==> src/rtl/fifo_stream_reader.sv <==
// fifo_stream_reader: drains a registered-read-port FIFO onto a valid/ready
// stream. A 2-entry skid buffer absorbs the FIFO's one-cycle read latency,
// and every FRAME_LEN-th word is tagged with out_last.
module fifo_stream_reader #(
  parameter int FIFO_DATA_WIDTH = 8,
  parameter int FRAME_LEN       = 4
) (
  input  logic                       clk,
  input  logic                       reset,
  input  logic                       enable,
  input  logic                       fifo_empty,
  output logic                       fifo_read,
  input  logic [FIFO_DATA_WIDTH-1:0] fifo_read_data,
  output logic                       out_valid,
  input  logic                       out_ready,
  output logic [FIFO_DATA_WIDTH-1:0] out_data,
  output logic                       out_last
);

  localparam int CNT_W = (FRAME_LEN > 1) ? $clog2(FRAME_LEN) : 1;
  localparam logic [CNT_W-1:0] LAST_CNT = CNT_W'(FRAME_LEN - 1);

  logic [1:0]                 buf_count;
  logic                       inflight;
  logic [CNT_W-1:0]           word_cnt;
  logic [FIFO_DATA_WIDTH-1:0] head_data;
  logic [FIFO_DATA_WIDTH-1:0] tail_data;
  logic                       head_last;
  logic                       tail_last;
  logic                       pop;
  logic                       cap_last;
  logic [2:0]                 occupancy;

  // Stream outputs come straight from the head register.
  always_comb begin
    out_valid = (buf_count != 2'd0);
    out_data  = head_data;
    out_last  = head_last;
  end

  // Issue a read only when the word is guaranteed a buffer slot next cycle;
  // a same-cycle pop frees a slot, so fifo_read depends on out_ready.
  always_comb begin
    pop       = out_valid & out_ready;
    cap_last  = (word_cnt == LAST_CNT);
    occupancy = {1'b0, buf_count} + {2'b00, inflight} - {2'b00, pop};
    fifo_read = enable & ~fifo_empty & (occupancy < 3'd2);
  end

  // Track the outstanding read and the position within the current frame.
  always_ff @(posedge clk or posedge reset) begin
    if (reset) begin
      inflight <= 1'b0;
      word_cnt <= '0;
    end else begin
      inflight <= fifo_read;
      if (inflight) begin
        if (word_cnt == LAST_CNT) word_cnt <= '0;
        else                      word_cnt <= word_cnt + 1'b1;
      end
    end
  end

  // Two-entry in-order buffer: capture into the tail, pop from the head.
  always_ff @(posedge clk or posedge reset) begin
    if (reset) begin
      buf_count <= 2'd0;
      head_data <= '0;
      head_last <= 1'b0;
      tail_data <= '0;
      tail_last <= 1'b0;
    end else begin
      case ({inflight, pop})
        2'b10: begin
          if (buf_count == 2'd0) begin
            head_data <= fifo_read_data;
            head_last <= cap_last;
          end else begin
            tail_data <= fifo_read_data;
            tail_last <= cap_last;
          end
          buf_count <= buf_count + 2'd1;
        end
        2'b01: begin
          // Draining to empty keeps the stale data but drops the last tag.
          if (buf_count == 2'd2) begin
            head_data <= tail_data;
            head_last <= tail_last;
          end else begin
            head_last <= 1'b0;
          end
          buf_count <= buf_count - 2'd1;
        end
        2'b11: begin
          // Simultaneous capture and pop: count holds, order is preserved.
          if (buf_count == 2'd1) begin
            head_data <= fifo_read_data;
            head_last <= cap_last;
          end else begin
            head_data <= tail_data;
            head_last <= tail_last;
            tail_data <= fifo_read_data;
            tail_last <= cap_last;
          end
        end
        default: ;
      endcase
    end
  end

endmodule

==> config.mk <==
export PLATFORM = sky130hd
export DESIGN_NAME = fifo_stream_reader
export DESIGN_NICKNAME = d
export VERILOG_FILES = /design/src/rtl/fifo_stream_reader.sv
export SDC_FILE = /design/constraint.sdc
export NUM_CORES = 1
export LEC_CHECK = 0
export BUFFER_PORTS_ARGS = -buffer_cell sky130_fd_sc_hd__buf_2
export CAP_MARGIN = 0
export CORE_MARGIN = 1.5
export CORE_UTILIZATION = 56
export CTS_BUF_LIST = sky130_fd_sc_hd__clkbuf_4
export CTS_CLUSTER_SIZE = 40
export DETAILED_ROUTE_END_ITERATION = 8
export PLACE_DENSITY = 0.78
export SKIP_CTS_REPAIR_TIMING = 1
export SLEW_MARGIN = 20
export SYNTH_ARGS = -nofsm -noshare
export SYNTH_HDL_FRONTEND = slang
export SYNTH_SLANG_ARGS = --single-unit
==> constraint.sdc <==
create_clock -name clk -period 4 [get_ports clk]
set_clock_uncertainty 0.15 [all_clocks]
set_input_delay 0 -clock clk [delete_from_list [all_inputs] [get_ports clk]]
set_output_delay 0 -clock clk [all_outputs]
set_load 0.005 [all_outputs]
# ---- Word level (Yosys, flattened, before mapping)
# Index checks and enable logic that the tools add are counted.
dict set report totals {
  regBits 23
  input_bits 13
}
dict set report op_classes {
  n_eq_ne 10
  n_bitwise 4
  mux 16
  n_addsub 5
  n_reduce_logical 8
  order_cmp 1
}
# op n
set op_table {}
lappend op_table {{two-way mux 8 bit} 5}
lappend op_table {{one-hot mux 8 bit (3 select lines)} 1}
lappend op_table {{one-hot mux 8 bit (2 select lines)} 1}
lappend op_table {{equality test 2 bit (second input constant)} 4}
lappend op_table {{inequality test 2 bit (second input constant)} 4}
lappend op_table {{AND reduction 3 bit} 2}
lappend op_table {{nonzero test 2 bit} 3}
lappend op_table {{two-way mux 1 bit} 5}
lappend op_table {{adder 2 x 1 -> 2 bit (second input constant)} 2}
lappend op_table {{equality test 2 x 1 -> 1 bit (second input constant)} 2}
lappend op_table {{one-hot mux 2 bit (2 select lines)} 1}
lappend op_table {{adder 2 x 1 -> 3 bit} 1}
lappend op_table {{AND 1 bit} 3}
lappend op_table {{< comparator 3 x 2 -> 1 bit (second input constant)} 1}
lappend op_table {{one-hot mux 1 bit (3 select lines)} 1}
lappend op_table {{nonzero test 3 bit} 1}
lappend op_table {{subtractor 3 x 1 -> 3 bit} 1}
lappend op_table {{logical NOT 2 bit} 1}
lappend op_table {{two-way mux 2 bit} 1}
lappend op_table {{one-hot mux 1 bit (2 select lines)} 1}
lappend op_table {{AND reduction 2 bit} 1}
lappend op_table {{subtractor 2 x 1 -> 2 bit (second input constant)} 1}
lappend op_table {{inverter 1 bit} 1}

# ---- Depth between registers and ports, before layout
# Gate-level depths: netlist (run 1).
dict set report logic_depth {
  depth_word 5
  mapped_depth 13
  depth_no_buf 9
}

# ---- Worst setup path after synthesis (run 1)
# No wires, ideal clock.
dict set report synth_path {
  kind {reg2reg}
  start {register buf_count[1]}
  end {register inflight}
  t_arrival_ps 2657
  path_slack_ps 1076
  stages_incl_launch_ff 13
  path_buffers 3
  path_cell_list {dfrtp_1 inv_1 ha_1 buf_6 and2b_1 clkbuf_1 inv_1 clkbuf_1 ha_1 nand2_1 fa_1 xor2_1 nor3_1}
}
dict set report synth_via {
  elab_chain_len 5
}
# item line_no
set synth_rtl {}
lappend synth_rtl {{start, declared} 23} ;# logic [1:0] buf_count;
lappend synth_rtl {{start signal, assigned} 82} ;# buf_count <= buf_count + 2'd1;
lappend synth_rtl {{start signal, assigned} 92} ;# buf_count <= buf_count - 2'd1;
lappend synth_rtl {{branches (longest 2 deep; another with adder 2 x 1 -> 3 bit)} -}
lappend synth_rtl {{subtractor 3 x 1 -> 3 bit (*)} 46} ;# occupancy = {1'b0, buf_count} + {2'b00, inflight} - {2'b00, pop};
lappend synth_rtl {{< comparator 3 x 2 -> 1 bit (*)} 47} ;# fifo_read = enable & ~fifo_empty & (occupancy < 3'd2);
lappend synth_rtl {{AND 1 bit (*)} 47}
lappend synth_rtl {{named net fifo_read} 12} ;# output logic fifo_read,
lappend synth_rtl {{end signal, assigned} 56} ;# inflight <= fifo_read;
lappend synth_rtl {{end, declared} 24} ;# logic inflight;
# Mark *: on every way through the listed nets, which the timed path passes.
# A chain may end at the register's enable or synchronous reset.

# ---- Worst setup path after layout (run 1)
dict set report layout_path {
  start {register buf_count[1]}
  end {register inflight}
}
dict set report layout_via {
  elab_chain_len 5
}
# item line_no
set layout_rtl {}
lappend layout_rtl {{branches (longest 2 deep; another with adder 2 x 1 -> 3 bit)} -}
lappend layout_rtl {{subtractor 3 x 1 -> 3 bit (*)} 46}
lappend layout_rtl {{< comparator 3 x 2 -> 1 bit (*)} 47}
lappend layout_rtl {{AND 1 bit (*)} 47}
# Mark *: on every way between the ends.

==> reports/results.env, run 1 <==
RUN_STATUS='finished clean'
CELL_ROWS=16
DRC=0
INSERTION_DELAY_NS=0.32
ROUTED_WL_UM=2641
GRT_PASS1_VIAS=954
ANTENNA_CELLS=0
GLOBALROUTEOVERFLOWTOTAL=0
CRIT_FAMILY='adder cells'
FIN_CELLS=171
TIMING.CRITICAL_PATH.CELLS='inv_1 -> ha_1 -> and2b_1 -> inv_1 -> ha_1 -> nand2_1 -> fa_1 -> xor2_1 -> nor3_1 -> dlygate4sd3_1'
CTS_TREE='yes'
POWER_PER_CELL_AREA_nW_PER_UM2=732.7
TIMING_WORST_SETUP_PATH_TYPE='flop to flop'
MAX_SLEW.WORST_PIN.SLEW_NS=0.8728
PEAKVDDDROP_V=0.0004519
H-TREE-DEPTH=1
SLEW_HEADROOM_PCT=41.75
DIE_AREA_UM2=2510
MIN_PERIOD_NS=3.527
POSTROUTEANTENNANETS=0
GROWTH_OF_DESIGN_AREA_FROM_SYNTHESIS_TO_FINISH_PCT=19.44
GRT_UTIL_ALL_LAYERS_PCT=23.97
CP_SLOWEST_CELL='dlygate4sd3_1'
SYNTH_AREA_PER_CELL_UM2=11.00
CTSLONGESTPATHBUFFERS=2
FIN_SETUP_TNS_NS=0
YOSYS.AREA.TOP_TYPE_SHARE_PCT=46.32
SYNTH_ENABLE_FLOP_CELLS=0
DIE_W_UM=50.10
VIAS_PER_CELL=5.719
DETAILED_PLACE_HPWL_UM=1918
SYNTHTOPCELLSBYAREA='dfrtp_1, mux2_2, a31oi_1'
WORSTPATHARRIVAL_NS=3.65
SYNTHESIS.YOSYS.WARNINGS=0
IOPINCOUNT=24
FLOORPLAN.INITIALDENSITY_PCT=61.45
GRT_UTIL_MET2_PCT=40.35
SYNTH_FLOP_CELL='dfrtp_1'
MAXSLEWVIOLCOUNT=0
PLACEMENT.IO_BUFFERS=23
P_LEAK_nW=0.6660
WORST_PATH_LARGEST_CELL_DELAY_NS=0.58
REPORT.FINAL.SETUP_VIOL=0
CTS.SINK_COUNT=23
CTS_ROOT_BUF='clkbuf_4'
GRT_SETUP_UNREPAIRED='no'
DETAILEDROUTE.FIRSTPASSITERATIONCOUNT=4
POST-ROUTE-PERIOD-UTIL_PCT=88.18
PATH_CLK_SLEW_NS=0.12
INITIALDRTVIOLATIONCOUNT=19
POST_ROUTE_CELLS_DRIVE_ABOVE_1_SHARE_PCT=28.47
NUMCTSBUFFERS=3
MET1_USAGE_PCT=30.91
WORSTHOLDPATHTYPE='input pin to primary output'
BUFFERING_STAGE_COUNT_ON_THE_WORST_PATH_WITH_INVERTERS_INCLUDED=3
GLOBAL_ROUTE_LAYER_WITH_THE_GREATEST_USAGE='met2'
MAXCLOCKFREQUENCY_GHz=0.2835
PLACE.GP.CONGESTION=0.7833
CORE-AREA_UM2=2022
GRT_PASS1_WL_UM=4498
NETS=165
GRT_START_MAX_NET_PINS=24
ASYNC_RESET_FF_SHARE_PCT=100.0
SYNTH_AREA_UM2=1242
YS_TYPES=29
DIEHEIGHT_UM=50.10
DP_CELLS=155
SETUP.WORST_PATH.START_CLASS='flop'
SYNTH_LARGEST_AREA_CELL='dfrtp_1'
ANTENNA_FOUND_INITIAL=0
TOTAL_POWER_mW=1.087
MAPPEDNETLISTNETS=133
CRIT_PATH_MAX_FANOUT=12
SYNTH.FF_LATCH_COUNT=23
MAX_CAP_VIOL_COUNT=0
SYNTH_SEQ_AREA_SHARE_PCT=46.32
CRITPATHCAPTURETYPE='flop'
CP.REQUIRED_NS=4.12
NUM_VIAS=978
GROUTE.LAYER.MET3.USAGE_PCT=6.667
FINAL_HOLD_VIOL_COUNT=0
WIRE_PER_INST_UM=15.44
NETLIST_INSTANCES=113
## path summary, 6_finish.rpt
kind                       slack [ns]  cells past startpoint                startpoint                  endpoint
min reg2reg                      0.38                      1  tail_data[6]$_DFFE_PP0P_  tail_data[6]$_DFFE_PP0P_
min                              0.15                      4                    enable                 fifo_read
min in group asynchronous        0.24                      3                     reset  tail_data[5]$_DFFE_PP0P_
max                              0.47                     10  buf_count[1]$_DFFE_PP0N_        inflight$_DFF_PP0_
max in group asynchronous        2.92                      3                     reset   out_data[0]$_DFFE_PP0P_
max reg2reg                      0.47                     10  buf_count[1]$_DFFE_PP0N_        inflight$_DFF_PP0_
## layout make-up
| cell class | count | area [um^2] |
|---|---|---|
| sequential | 23 | 575.6 |
| fill | 158 | 538.0 |
| multi-input combinational | 75 | 583.1 |
| timing repair buffer | 35 | 235.2 |
| tap | 27 | 33.78 |
| clock buffer | 4 | 30.03 |
| inverter | 7 | 26.28 |
## power breakdown
| group | leakage [nW] | internal [mW] | total, mW | switching, mW |
|---|---|---|---|---|
| sequential | 0.274 | 0.352 | 0.441 | 0.0894 |
| combinational | 0.374 | 0.265 | 0.532 | 0.267 |
| clock | 0.0184 | 0.0459 | 0.114 | 0.0685 |
| total | 0.666 | 0.663 | 1.09 | 0.424 |
## worst register-to-register path, stage by stage (launching register included)
cell	delay [ns]
dfrtp_1	0.47
inv_1	0.09
ha_1	0.30
and2b_1	0.41
inv_1	0.23
ha_1	0.42
nand2_1	0.10
fa_1	0.38
xor2_1	0.15
nor3_1	0.21
dlygate4sd3_1	0.58
## cell families (layout without fill, tap and decap cells)
group	Yosys count	in the layout	synth area share [%]
AO/OA/AOI/OAI	32	32	16.92
XOR/XNOR	3	3	2.115
adder cells (fa/ha/maj)	7	7	7.653
buffers and inverters	15	46	6.746
flip-flops	23	23	46.32
multiplexers	11	11	9.970
AND/OR/NAND/NOR	22	22	10.27
## cell usage in the layout (no fill, tap or decap), types with 2 or more instances in the layout
master,n
nand2_1,4
dlygate4sd3_1,12
mux2_2,11
xor2_1,2
dfrtp_1,23
nand3_1,8
o21ai_0,9
a31oi_1,16
a21oi_1,3
a21o_1,2
clkbuf_4,4
inv_1,6
nor2_1,2
ha_1,6
buf_2,23
## sequential cells by signal, summed over array words and instances (netlist names)
name,cells
tail_last,1
tail_data,8
out_data,8
out_last,1
word_cnt,2
inflight,1
buf_count,2
## layer usage
| layer | vias to the layer above | wire [um] | part of all wire [%] |
|---|---|---|---|
| li1 | 469 | - | - |
| met1 | 469 | 1120 | 42 |
| met2 | 35 | 1337 | 51 |
| met3 | 5 | 162 | 6.1 |
| met4 | 0 | 21 | 0.80 |
| met5 | - | 0 | 0 |
## synth_stat cells (all sizes together) (2+ instances only)
library cell / number
a21o: 2
a21oi: 3
a31oi: 16
buf: 5
clkbuf: 3
dfrtp: 23
ha: 6
inv: 6
mux2: 11
nand2: 4
nand3: 8
nor2: 2
o21ai: 9
xor2: 2
## through the flow
stage               instance area [um^2]  hold WS [ns]  setup slack (ns)  utilization (%)
finish                              1484        0.1485            0.4728            73.39
global route                        1484        0.1787            0.2178            73.39
CTS                                 1364       -0.3256            0.6255            67.45
detailed placement                  1334       0.03062            0.9673            65.97
global placement                    1334       0.01721             1.074            65.97
floorplan                           1242       -0.1481             1.076                -
Note: power is estimated with default switching activity, not from simulation.
==> inputs of run 2 (changes only) <==
- BUFFER_PORTS_ARGS: -buffer_cell sky130_fd_sc_hd__buf_2 -> unset
- CORE_UTILIZATION: 56 -> 58
- DONT_BUFFER_PORTS: unset -> 1
- PLACE_DENSITY: 0.78 -> 0.71
- clock period: 4 -> 3.4 ns (I/O delays scaled with it)
==> run 2 against run 1 <==
  * Cell area fell by 7.8%
  * Critical endpoint is now fifo_read
  * Non-clock buffer count fell by 23
  * Setup slack lost 0.22 ns
  * Count of clock-buffer cells in the layout fell by 1
  * Core utilization decreased by 4.4 points
  * Critical path type is now flop to primary output
  * Final cell count decreased by 13%
  * Via count shrank 5.9%
  * Register-to-register slack worse by 0.12 ns
  * First-iteration DRC count decreased by 21%
  * Power is 9.8% higher
  * Routed wire length fell by 11%
  * Sequential power up 20%
==> reports/results.env, run 2 (same netlist as run 1, synthesis figures left out) <==
RUN_STATUS='finished clean'
IOPINCOUNT=24
CELL_ROWS=16
NETS=142
DIE_AREA_UM2=2429
INTERNAL_POWER_mW=0.7213
INSERTION_DELAY_NS=0.30
PLACE.GP.CONGESTION=0.7925
CLOCK_POWER_SHARE_PCT=10.5
NUM_VIAS=920
GRT_SETUP_UNREPAIRED='no'
MOSTFREQUENTLAYOUTCELL='dfrtp_1'
CTSLONGESTPATHBUFFERS=2
RR_STARTPOINT='buf_count[1]$_DFFE_PP0N_'
MIN_PERIOD_NS=3.143
GRT_START_MAX_NET_PINS=24
POSTLAYOUTCOREUTIL_PCT=69.00
PLACEMENT.IO_BUFFERS=0
DIEHEIGHT_UM=49.29
H-TREE-DEPTH=1
WORST_PATH_LARGEST_CELL_DELAY_NS=0.46
POWER.NET_SWITCHING_mW=0.4727
DETAILED_PLACE_HPWL_UM=1676
FIN_SETUP_TNS_NS=0
WORSTPATHARRIVAL_NS=2.99
PLACEMENT.CELL_AREA_UM2=1219
CORE-AREA_UM2=1982
MAXSLEWVIOLCOUNT=0
GLOBALROUTEOVERFLOWTOTAL=0
WIRE_PER_INST_UM=15.97
ANTENNA_CELLS=0
GRT_PASS1_VIAS=864
VIAS_PER_CELL=6.216
POWER.SHARE.SWITCHING_PCT=39.59
PATH_CLK_SLEW_NS=0.13
CP.REQUIRED_NS=3.25
DIE_W_UM=49.29
CP_SLOWEST_CELL='dfrtp_1'
POSTROUTEANTENNANETS=0
CRIT_FAMILY='adder cells'
CTS.SINK_COUNT=23
CRITPATHCAPTURETYPE='primary output'
POST_ROUTE_CELLS_DRIVE_ABOVE_1_SHARE_PCT=15.70
ANTENNA_FOUND_INITIAL=0
REPORT.FINAL.SETUP_VIOL=0
FINAL_HOLD_VIOL_COUNT=0
GROWTH_OF_DESIGN_AREA_FROM_SYNTHESIS_TO_FINISH_PCT=10.07
SHARE_SEQ_OF_TOTAL_POWER_PCT=44.3
SETUP.WORST_PATH.START_CLASS='flop'
WORSTHOLDPATHTYPE='input pin to flop'
DRC=0
CRIT_START='buf_count[1]$_DFFE_PP0N_'
NUMCTSBUFFERS=3
LAYOUT.CELLS.MOST_COMMON_LIST='dfrtp_1, a31oi_1, dlygate4sd3_1'
POST-ROUTE-PERIOD-UTIL_PCT=92.44
GRT_PASS1_WL_UM=3995
MAX_SLEW.WORST_PIN.SLEW_NS=0.8477
PEAKVDDDROP_V=0.0005677
CTS_ROOT_BUF='clkbuf_4'
GRT_UTIL_ALL_LAYERS_PCT=21.45
MAXCLOCKFREQUENCY_GHz=0.3182
MIN_FROM='out_ready'
P_LEAK_nW=0.5721
CRIT_PATH_MAX_FANOUT=12
CTS_TREE='yes'
TIMING.CRITICAL_PATH.CELLS='inv_1 -> ha_1 -> and2b_2 -> inv_1 -> ha_1 -> nand2_1 -> fa_1 -> xor2_1 -> nor3_1'
BUFFERING_STAGE_COUNT_ON_THE_WORST_PATH_WITH_INVERTERS_INCLUDED=2
FINAL.FILL_COUNT=163
ROUTED_WL_UM=2363
STDCELL_AREA_UM2=1368
FLOORPLAN.INITIALDENSITY_PCT=62.69
SLEW_HEADROOM_PCT=43.43
INITIALDRTVIOLATIONCOUNT=15
DETAILEDROUTE.FIRSTPASSITERATIONCOUNT=4
COMB_POWER_SHARE_PCT=45.2
MAX_CAP_VIOL_COUNT=0
POWER_PER_CELL_AREA_nW_PER_UM2=873.1
TIMING_WORST_SETUP_PATH_TYPE='flop to primary output'
## run 2: changes by cell type in the layout (fill, tap and decap cells not counted)
cell      before  now
clkbuf_4       4    3
and2b_1        1    0
buf_2         23    0
and2b_2        0    1
clkinv_2       0    1
## run 2: power groups by stage
| stage | sequential [mW] | clock [mW] | combinational [mW] |
|---|---|---|---|
| final | 0.529 | 0.125 | 0.539 |
| after global routing | 0.548 | 0.139 | 0.606 |
| after CTS | 0.530 | 0.128 | 0.532 |
| after detailed placement | 0.537 | 0 | 0.530 |
| after global placement | 0.529 | 0 | 0.505 |
| after floorplan | 0.493 | 0 | 0.498 |
## run 2: path summary, 6_finish.rpt
check	slack, ns	end	cells past startpoint
worst max-delay path	0.26	fifo_read	9
worst min-delay path	0.05	out_data[1]$_DFFE_PP0P_	3
worst max register to register	0.35	tail_data[6]$_DFFE_PP0P_	8
worst min register to register	0.38	tail_data[7]$_DFFE_PP0P_	1
max in group asynchronous	2.44	buf_count[0]$_DFFE_PP0N_	2
min in group asynchronous	0.14	out_data[2]$_DFFE_PP0P_	2
## run 2: area by class of cell
class	count	area, um^2	share of cell area [%]
inverters	7	26.28	1.921
multi-input cells	75	584.3	42.73
clock inverters	1	5.005	0.3660
repair buffers	12	120.1	8.783
well taps	27	33.78	2.470
flip-flops and latches	23	575.6	42.09
clock buffers	3	22.52	1.647
## run 2: per-layer routing
metal	track usage (%)	part of all wire [%]	up-vias
li1	-	-	429
met1	26.10	42	468
met2	37.84	53	19
met3	3.988	3.0	4
met4	7.143	1.8	0
met5	0	0	-
## run 2: per-stage QoR
stage	hold WS (ns)	total power [mW]	setup WS, ns	instances
global route	0.03392	1.292	0.005141	148
CTS	-0.3849	1.190	0.1231	136
detailed placement	-0.1009	1.067	0.3419	132
global placement	-0.1021	1.034	0.4346	132
finish	0.04637	1.194	0.2570	148
floorplan	-0.1481	0.9918	0.4762	113
## run 2: tightest hold or removal path, stage by stage
cell and delay (ns):
or4b_4 0.25, a31oi_1 0.10, a31oi_1 0.13
==> inputs of run 3 (changes only) <==
- CORE_ASPECT_RATIO: unset -> 1.1
==> run 3 against run 2 <==
  * Register-to-register slack hardly changed
  * Critical path depth unchanged
  * Global-route usage decreased by 0.56 points
  * Largest power group unchanged
==> reports/results.env, run 3 (same netlist as run 1, synthesis figures left out) <==
GRT_SETUP_UNREPAIRED='no'
MIN_PERIOD_NS=3.145
MAXSLEWVIOLCOUNT=0
INITIALDRTVIOLATIONCOUNT=14
FLOORPLAN.INITIALDENSITY_PCT=61.49
ANTENNA_FOUND_INITIAL=0
WORST_PATH_LARGEST_CELL_DELAY_NS=0.47
CTS_TREE='yes'
CTSLONGESTPATHBUFFERS=2
H-TREE-DEPTH=1
NUM_VIAS=872
INSERTION_DELAY_NS=0.32
VIAS_PER_CELL=5.852
R2R_SETUP_SLACK_NS=0.36
RUN_STATUS='finished clean'
DETAILED_PLACE_HPWL_UM=1672
CP.REQUIRED_NS=3.25
TIMING.CRITICAL_PATH.CELLS='inv_1 -> ha_1 -> and2b_2 -> inv_1 -> ha_1 -> nand2_1 -> fa_1 -> xor2_1 -> nor3_2'
GROWTH_OF_DESIGN_AREA_FROM_SYNTHESIS_TO_FINISH_PCT=10.78
IOPINCOUNT=24
POST_ROUTE_CELLS_DRIVE_ABOVE_1_SHARE_PCT=16.53
GRT_PASS1_VIAS=788
REPORT.FINAL.SETUP_VIOL=0
PLACEMENT.IO_BUFFERS=0
DRC=0
NUMCTSBUFFERS=3
ANTENNA_CELLS=0
P_LEAK_nW=0.5696
CTS_ROOT_BUF='clkbuf_4'
DIE_W_UM=47.13
SLEW_HEADROOM_PCT=42.89
GRT_UTIL_ALL_LAYERS_PCT=20.89
CELL_ROWS=17
ROUTED_WL_UM=2365
DIEHEIGHT_UM=51.54
POSTLAYOUTCOREUTIL_PCT=68.11
BUFFERING_STAGE_COUNT_ON_THE_WORST_PATH_WITH_INVERTERS_INCLUDED=2
TIMING_WORST_SETUP_PATH_TYPE='flop to primary output'
WIRE_PER_INST_UM=15.87
LAYOUT.CELLS.MOST_COMMON_LIST='dfrtp_1, a31oi_1, dlygate4sd3_1'
MOSTFREQUENTLAYOUTCELL='dfrtp_1'
DIE_AREA_UM2=2429
TOTAL_POWER_mW=1.199
CTS.SINK_COUNT=23
POSTROUTEANTENNANETS=0
MAX_CAP_VIOL_COUNT=0
GRT_PASS1_WL_UM=3581
CRIT_FAMILY='adder cells'
GRT_START_MAX_NET_PINS=24
MAX_SLEW.WORST_PIN.SLEW_NS=0.8557
GLOBALROUTEOVERFLOWTOTAL=0
CORE-AREA_UM2=2021
PATH_CLK_SLEW_NS=0.13
DETAILEDROUTE.FIRSTPASSITERATIONCOUNT=4
MAXCLOCKFREQUENCY_GHz=0.3180
WORSTHOLDPATHTYPE='input pin to flop'
CP_SLOWEST_CELL='dfrtp_1'
POWER_PER_CELL_AREA_nW_PER_UM2=871.4
POST-ROUTE-PERIOD-UTIL_PCT=92.50
CRITPATHCAPTURETYPE='primary output'
CRIT_PATH_MAX_FANOUT=12
WORSTPATHARRIVAL_NS=2.99
FINAL_HOLD_VIOL_COUNT=0
PEAKVDDDROP_V=0.0006310
FIN_SETUP_TNS_NS=0
SETUP.WORST_PATH.START_CLASS='flop'
PLACE.GP.CONGESTION=0.8459
NETS=142
-- run 3: tightest hold or removal path: stages --
cell and delay (ns):
or4b_4 0.24, a31oi_1 0.09, a31oi_1 0.13
-- run 3: metrics by stage --
step / hold WS [ns] / std cells / area (um^2) / setup WS, ns
finish: 0.03113 / 149 / 1376 / 0.2551
floorplan: -0.1481 / 113 / 1242 / 0.4762
global route: 0.03374 / 149 / 1376 / 0.07647
global placement: -0.09942 / 133 / 1220 / 0.4706
detailed placement: -0.1014 / 133 / 1220 / 0.3721
CTS: -0.4089 / 137 / 1250 / 0.1097
-- run 3: area by class of cell --
class / instances / area [um^2]
multi-input combinational: 75 / 589.3
clock buffer: 3 / 22.52
inverter: 7 / 26.28
fill: 158 / 644.4
timing repair buffer: 12 / 120.1
tap: 28 / 35.03
sequential: 23 / 575.6
clock inverter: 1 / 7.507
-- run 3: power breakdown --
| part | switching [mW] | total (mW) | internal [mW] | leakage, nW |
|---|---|---|---|---|
| clock network | 0.0826 | 0.128 | 0.0449 | 0.0139 |
| logic | 0.277 | 0.542 | 0.265 | 0.282 |
| registers | 0.116 | 0.530 | 0.414 | 0.274 |
-- run 3: path summary, 6_finish.rpt --
check,startpoint,end,cells past startpoint
worst max-delay path,buf_count[1]$_DFFE_PP0N_,fifo_read,9
worst min-delay path,out_ready,out_data[4]$_DFFE_PP0P_,3
worst max register to register,buf_count[1]$_DFFE_PP0N_,tail_data[2]$_DFFE_PP0P_,8
worst min register to register,buf_count[0]$_DFFE_PP0N_,buf_count[0]$_DFFE_PP0N_,1
max in group asynchronous,reset,out_data[3]$_DFFE_PP0P_,2
min in group asynchronous,reset,tail_data[5]$_DFFE_PP0P_,2
-- run 3: layer usage --
| layer | GRT usage, % | vias to the layer above | share of wire (%) |
|---|---|---|---|
| met5 | 0 | - | 0 |
| met3 | 9.028 | 2 | 4.9 |
| met4 | 6.019 | 0 | 0.63 |
| li1 | - | 423 | - |
| met2 | 27.63 | 30 | 46 |
| met1 | 30.91 | 417 | 48 |
